File: src/rtl/rgb_blink_decoder.sv
// rgb_blink_decoder: observes the three LED drive lines (bit 2 blue, bit 1 green,
// bit 0 red), recovers the colour code that is blinking, and flags short
// intervals, lines stuck high and active channels blinking out of phase.
module rgb_blink_decoder #(
  parameter int unsigned CLK_FREQ   = 100000000,
  parameter int unsigned BLINK_FREQ = 60,
  parameter int unsigned TOL_PCT    = 5
) (
  input  logic       clk_in,
  input  logic       reset,
  input  logic [2:0] led_sense,
  input  logic       clear_err,
  output logic [2:0] color_code,
  output logic       code_update,
  output logic [2:0] err_short,
  output logic [2:0] stuck_hi,
  output logic       err_phase
);

  localparam int unsigned HALF = CLK_FREQ / (2 * BLINK_FREQ);
  localparam int unsigned TOL  = HALF * TOL_PCT / 100;
  localparam int unsigned LO   = HALF - TOL;
  localparam int unsigned HI   = HALF + TOL;
  localparam int unsigned CW   = $clog2(HI + 2);

  localparam logic [CW-1:0] LO_V  = CW'(LO);
  localparam logic [CW-1:0] HI_V  = CW'(HI);
  localparam logic [CW-1:0] SAT_V = CW'(HI + 1);
  localparam logic [CW-1:0] ONE_V = CW'(1);

  logic [2:0]          sync1, sync2, prev, edge_det;
  logic [2:0][CW-1:0]  cnt, cnt_nxt;
  logic [2:0]          have_edge, have_nxt;
  logic [2:0][1:0]     good, good_nxt;
  logic [2:0]          short_set, stuck_set, active;
  logic [1:0]          ph_cnt, ph_nxt;
  logic                multi, disagree;

  // Two-flop synchronizer per line plus the previous-level register for edge detection.
  always_ff @(posedge clk_in) begin
    if (!reset) begin
      sync1 <= '0;
      sync2 <= '0;
      prev  <= '0;
    end else begin
      sync1 <= led_sense;
      sync2 <= sync1;
      prev  <= sync2;
    end
  end

  assign edge_det = sync2 ^ prev;

  // Per-channel interval measurement and qualification; an edge takes priority over timeout.
  always_comb begin
    cnt_nxt   = cnt;
    have_nxt  = have_edge;
    good_nxt  = good;
    short_set = '0;
    stuck_set = '0;
    for (int unsigned i = 0; i < 3; i++) begin
      if (edge_det[i]) begin
        cnt_nxt[i] = ONE_V;
        if (!have_edge[i]) begin
          have_nxt[i] = 1'b1;
        end else if (cnt[i] < LO_V) begin
          good_nxt[i]  = 2'd0;
          short_set[i] = 1'b1;
        end else if (cnt[i] <= HI_V) begin
          good_nxt[i] = (good[i] == 2'd2) ? 2'd2 : good[i] + 2'd1;
        end
      end else begin
        if (cnt[i] != SAT_V) begin
          cnt_nxt[i] = cnt[i] + ONE_V;
        end
        // Fires once: the counter moves past HI on the same cycle and saturates there.
        if (cnt[i] == HI_V) begin
          good_nxt[i]  = 2'd0;
          have_nxt[i]  = 1'b0;
          stuck_set[i] = sync2[i];
        end
      end
    end
  end

  // Active channels and the phase-disagreement run length.
  always_comb begin
    for (int unsigned i = 0; i < 3; i++) begin
      active[i] = (good[i] == 2'd2);
    end
    multi    = (active[0] & active[1]) | (active[0] & active[2]) | (active[1] & active[2]);
    disagree = (|(active & sync2)) & (|(active & ~sync2));
    ph_nxt   = '0;
    if (multi && disagree) begin
      ph_nxt = (ph_cnt == 2'd3) ? 2'd3 : ph_cnt + 2'd1;
    end
  end

  // Channel state, output code and sticky error registers; a set beats a simultaneous clear.
  always_ff @(posedge clk_in) begin
    if (!reset) begin
      cnt         <= '0;
      have_edge   <= '0;
      good        <= '0;
      ph_cnt      <= '0;
      color_code  <= '0;
      code_update <= 1'b0;
      err_short   <= '0;
      stuck_hi    <= '0;
      err_phase   <= 1'b0;
    end else begin
      cnt         <= cnt_nxt;
      have_edge   <= have_nxt;
      good        <= good_nxt;
      ph_cnt      <= ph_nxt;
      color_code  <= active;
      code_update <= (active != color_code);
      err_short   <= (err_short & ~{3{clear_err}}) | short_set;
      stuck_hi    <= (stuck_hi & ~{3{clear_err}}) | stuck_set;
      err_phase   <= (err_phase & ~clear_err) | (ph_cnt == 2'd3);
    end
  end

endmodule
File: config.mk
export PLATFORM = sky130hd
export DESIGN_NAME = rgb_blink_decoder
export DESIGN_NICKNAME = d
export VERILOG_FILES = /design/src/rtl/rgb_blink_decoder.sv
export SDC_FILE = /design/constraint.sdc
export NUM_CORES = 1
export LEC_CHECK = 0
export CAP_MARGIN = 15
export CORE_ASPECT_RATIO = 2
export CORE_UTILIZATION = 38
export DETAILED_ROUTE_END_ITERATION = 6
export PLACE_DENSITY = 0.55
export SETUP_SLACK_MARGIN = 0.5
export SLEW_MARGIN = 20
export SYNTH_ARGS = -nofsm -noshare
export SYNTH_HDL_FRONTEND = slang
export SYNTH_SLANG_ARGS = --single-unit
export TNS_END_PERCENT = 30
File: constraint.sdc
create_clock -name clk_in -period 2.05 [get_ports clk_in]
set_input_delay 0.205 -clock clk_in [delete_from_list [all_inputs] [get_ports clk_in]]
set_output_delay 0.205 -clock clk_in [all_outputs]
set_load 0.03 [all_outputs]
-- After elaboration in Yosys (flattened, before gate mapping)
Cells that the tools add are included.
- $mul: 0
- magnitude comparators: 6
- equality and inequality tests: 17
- multiplexer cells: 46
- bitwise gates (word level): 19
- shifts and indexed selects: 0
- reductions and logical operators: 16
- add/subtract/negate cells: 7
- div/mod/pow operators: 0
- operator list (kind ; count):
    20-bit by 1-bit adder with 20-bit output (second input constant) ; 3
    20-bit equality test (second input constant) ; 3
    20-bit less-or-equal comparator (second input constant) ; 3
    20-bit less-than comparator (second input constant) ; 3
    20-bit != test (second input constant) ; 3
    2-bit 2-to-1 mux ; 19
    1-bit 2-to-1 mux ; 27
    3-bit AND ; 4
    2-bit nonzero test ; 6
    3-bit by 1-bit != test with 1-bit output (second input constant) ; 3
    3-bit AND reduction ; 3
    2-bit by 1-bit adder with 2-bit output (second input constant) ; 4
    2-bit equality test (second input constant) ; 4
    2-bit by 1-bit != test with 1-bit output (second input constant) ; 3
    3-bit NOT ; 2
    3-bit OR ; 2
    2-bit OR reduction ; 3
    3-bit OR reduction ; 2
    1-bit AND ; 5
    3-bit != test ; 1
    1-bit OR ; 3
    3-bit bitwise XOR ; 1
    1-bit NOT ; 2
    2-bit AND reduction ; 1
    1-bit logical AND ; 1
- memory bits (writable): 0
- register bits: 91
- memories: 0
- ROM bits: 0
- word-level logic and storage cells: 132
- output and inout bits: 11
- latch bits: 0
- input bits: 6

-- Logic depth before layout (Yosys ltp)
- depth in word-level cells: 6
- gate-level depth with buffers: 8
- depth with buffers taken out: 7

-- Worst setup path after synthesis
OpenSTA, ideal clock, no wires.
- path kind: register -> register
- from: register cnt[28] (netlist bit)
- to: register err_short[1]
- buffers on the path: 0
- period minus slack after synthesis: 1.865 ns
- setup time: 0.115 ns
- arrival time: 1.750 ns
- path slack: 0.185 ns
- stages on the path, launching flop included: 6
- data required time: 1.935 ns
- path through: dfxtp_1 or4_4 or4_1 a31oi_1 o2bb2ai_1 and2_1
- longest elaborated chain between the ends: 5
- RTL lines (what ; RTL line ; source):
    start, declared ; 32 ; logic [2:0][CW-1:0] cnt, cnt_nxt;
    start signal, assigned ; 112 ; cnt <= cnt_nxt;
    20-bit less-than comparator ; 66 ; end else if (cnt[i] < LO_V) begin
    1-bit 2-to-1 mux ; 66 ;
    1-bit 2-to-1 mux ; 64 ; if (!have_edge[i]) begin
    1-bit 2-to-1 mux ; 62 ; if (edge_det[i]) begin
    3-bit OR ; 118 ; err_short <= (err_short & ~{3{clear_err}}) | short_set;
    end signal, assigned ; 118 ;
    end, declared ; 15 ; output logic [2:0] err_short,
Every way passes these cells.
A chain may end at the register's enable or synchronous reset.

-- Final worst setup path
- from: register cnt[31] (netlist bit)
- to: register good[3] (netlist bit)
- longest elaborated chain between the ends: 4
- elaborated cells between the ends (all ways): 9
- classes of those cells: order compare (2); eq/ne (2); mux (3); reduce/logical (2)
- RTL lines (what ; RTL line ; source):
    20-bit less-than comparator ; 66 ;
    2-bit 2-to-1 mux ; 66 ;
    2-bit 2-to-1 mux ; 64 ;
    2-bit 2-to-1 mux ; 62 ;
    end signal, assigned ; 114 ; good <= good_nxt;
    end, declared ; 34 ; logic [2:0][1:0] good, good_nxt;
Several ways; a longest one is shown, not always the timed one. The select of a mux whose other input is x is not followed.

==> metrics.csv <==
metric,value,unit
fin. max-slew vios,0,
Placed Area,4770,um2
Routed WL per cell,14.3,um
H-tree depth,3,
boundary pin count,17,
clock-pin slew of the registers on the worst-case setup and hold paths,60,ps
starting density of the core,39.3,%
Cell variety after synth,53,
Leakage,2.07,nW
Worst slew margin,61.6,%
GR Util met3,3.95,%
Top Usage Layer GRT,met2,
clock network power share,47.1,%
Synth Flop Type,dfxtp_1,
nature of the critical path endpoint,flip-flop,
GRT Total Usage,17.9,%
Num CTS Buffers,9,
part of the power in combinational logic,5.1,%
GPL Wtd Cong,0.811,
Slew @ Worst Pin,575,ps
CTS tree,built,
Die Ht,152,um
1st-pass router iterations,4,
sw power,0.000815,W
"EDFF count, synth",0,
final WL,10100,um
clk_lat worst skew,340,ps
Hold Path Depth,1,
post-synth top area share,42.4,%
maxcap violations,0,
pre-CTS setup slack,106,ps
simple-gate share of the synthesized area,27.8,%
fin worst setup slack,190,ps
"Design Area, Final",5680,um2
cell type with the largest total area after synthesis,dfxtp_1,
Reg power frac,47.8,%
largest stage delay on the critical path,530,ps
Tmin final,1860,ps
adder-cell share of the synthesized area,3.49,%
met2 usage,34.8,%
Hold Path Class,reg -> reg,
main combinational cell family by area after synthesis,simple AND/OR/NAND/NOR gates,
Starting DRT DRC Count,183,
Design Power,0.00379,W
grt ovf,0,
grt met1 use,16.7,%
Sw Share,21.5,%
Mean Syn Cell Area,8.62,um2
Crit path top cell by count,or4_4,
pin count of the biggest net entering global routing,19,
Final Cycle Share,90.7,%
RSZ-0062 raised after global routing,true,
Synth Area in Compound Gates,8.73,%
Final Hold Viols,0,
port bufs,16,
CP max-delay cell,or4_4,
critical path class,reg -> reg,
R2R Setup Slk,190,ps
Worst EP arrival,2110,ps
Post-CTS Hold Fix Bufs,0,
DR DRC count,0,
startpoint types,flip-flop,
Final #Nets,580,
post-synthesis async set-or-reset flop share,0,%
"top cells by area, synth","dfxtp_1 42%, xnor2_1 6.7%, xor2_1 6.1%",
Die Footprint,11800,um2
worst reg-to-reg path cell count,5,
Setup TNS,0,ps
Max Fclk,538,MHz
routed via count,3688,
TritonCTS Sinks,91,
PD cells,667,nW/um2
post-synthesis sequential area ratio,42.4,%
DIE WIDTH,77.2,um
"critical path fanouts, max",2,
Root Driver,clkbuf_16,
"antenna viol nets, final",0,
ratio of cells with drive above 1 in the final layout,25.9,%
Gate Count Post-Synth,499,
first-pass GRT wire length,16600,um
cells along the critical path,or4_4 > or4_4 > a31oi_4 > nand4_1 > o32ai_1,
vias in the first global route,3703,
"FF+latch count, synth",91,
Synth-to-Final Area Change,32.0,%
Pint,0.00297,W
n_diodes,0,
xor and xnor area share after synthesis,12.8,%
dpl hpwl,7140,um
Synth Cell Area,4300,um2
mux contribution to synthesized area,0.698,%
clock buffer depth,2,
via-per-instance ratio,5.22,
initial antenna violation count,0,
Worst Path Required,2300,ps
core box area,10900,um2
syn_nets,517,
outcome,"complete, no violations",
row count,54,
Worst VDD drop,0.452,mV
clock skew,7.28,ps
Synth Warn #,0,
Final setup violation count,0,
-- per-layer routing --
layer | up-vias | wire length (um)
li1 | 1840 | -
met1 | 1775 | 3830
met2 | 49 | 5710
met3 | 24 | 228
met4 | 0 | 331
met5 | - | 0
-- worst paths after layout --
check,start,end
worst max-delay path,cnt[31],good[3]
worst min-delay path,sync1[2],sync2[2]
worst max register to register,cnt[31],good[3]
worst min register to register,sync1[2],sync2[2]
-- sequential cells by signal, indices dropped and copies added (netlist names) --
name / flops
cnt: 60
code_update: 1
color_code: 3
err_phase: 1
err_short: 3
good: 6
have_edge: 3
ph_cnt: 2
prev: 3
stuck_hi: 3
sync1: 3
sync2: 3
-- cell usage after synthesis, drive strengths merged, types with 2 or more instances --
library cell and n:
a31o 2, o2bb2ai 2, dfxtp 91, nand4 12, or3 5, nand2 38, mux2i 3, inv 26
buf 3, clkbuf 13, o211ai 5, and2 20, o311ai 2, xor2 30, nand4b 2, a21oi 16
and3 10, ha 12, a211oi 4, nand3 27, o21ai 6, xnor2 33, nor2 69, or4 6
nor4 11, nor3 21, a31oi 4, and4 5, o32ai 2, nand2b 2
-- cell usage in the layout (no fill, tap or decap), types with 12 or more instances in the layout --
cell type	count
clkdlybuf4s50_1	16
a21oi_1	15
nand3_1	20
dfxtp_4	12
and2_1	20
buf_4	49
xnor2_1	33
nor3_1	16
nand4_1	12
nor2_1	67
dfxtp_2	19
nand2_1	36
inv_1	25
xor2_1	30
dfxtp_1	60
-- power by group through the flow --
stage | registers (W) | logic (W) | clock network, W
detailed placement | 0.00186 | 0.000166 | 0
finish | 0.00181 | 0.000194 | 0.00178
floorplan | 0.00185 | 0.000104 | 0
global placement | 0.00186 | 0.000164 | 0
global route | 0.00181 | 0.000216 | 0.00190
CTS | 0.00181 | 0.000172 | 0.00183
-- cells by family (layout without fill, tap and decap cells) --
kind of cell             after synthesis  count (layout)
XOR/XNOR                              63              63
flip-flops                            91              91
AO/OA/AOI/OAI                         55              55
adder cells (fa/ha/maj)               12              12
AND/OR/NAND/NOR                      232             232
multiplexers                           3               3
buffers and inverters                 43             111
-- worst max-delay path, delay by kind of cell (launching register included) --
family | cells | cell delay [ps]
compound gates | 2 | 280
simple gates | 3 | 1180
flops | 1 | 320
-- what timing repair did --
| action | in CTS | in global routing |
|---|---|---|
| buffers inserted | 19 | 8 |
| endpoints found under the setup margin | 47 | 78 |
| hold endpoints to repair | 0 | 0 |
| pin swaps | 17 | 30 |
| resized for setup | 29 | 74 |
-- through the flow --
stage               hold slack (ps)  std cells  utilization, %
floorplan                       332        499               -
global placement                418        664            43.6
detailed placement              423        664            43.6
CTS                             438        699            48.4
global route                    456        707            51.9
finish                          433        707            51.9
-- final cells by class --
cell class | count | area (um2)
Clock buffer | 12 | 246
Clock inverter | 4 | 73.8
Fill cell | 1041 | 5270
Inverter | 27 | 104
Multi-Input combinational cell | 365 | 2630
Sequential cell | 91 | 1890
Tap cell | 140 | 175
Timing Repair Buffer | 68 | 562
(Power assumes the default switching activity.)
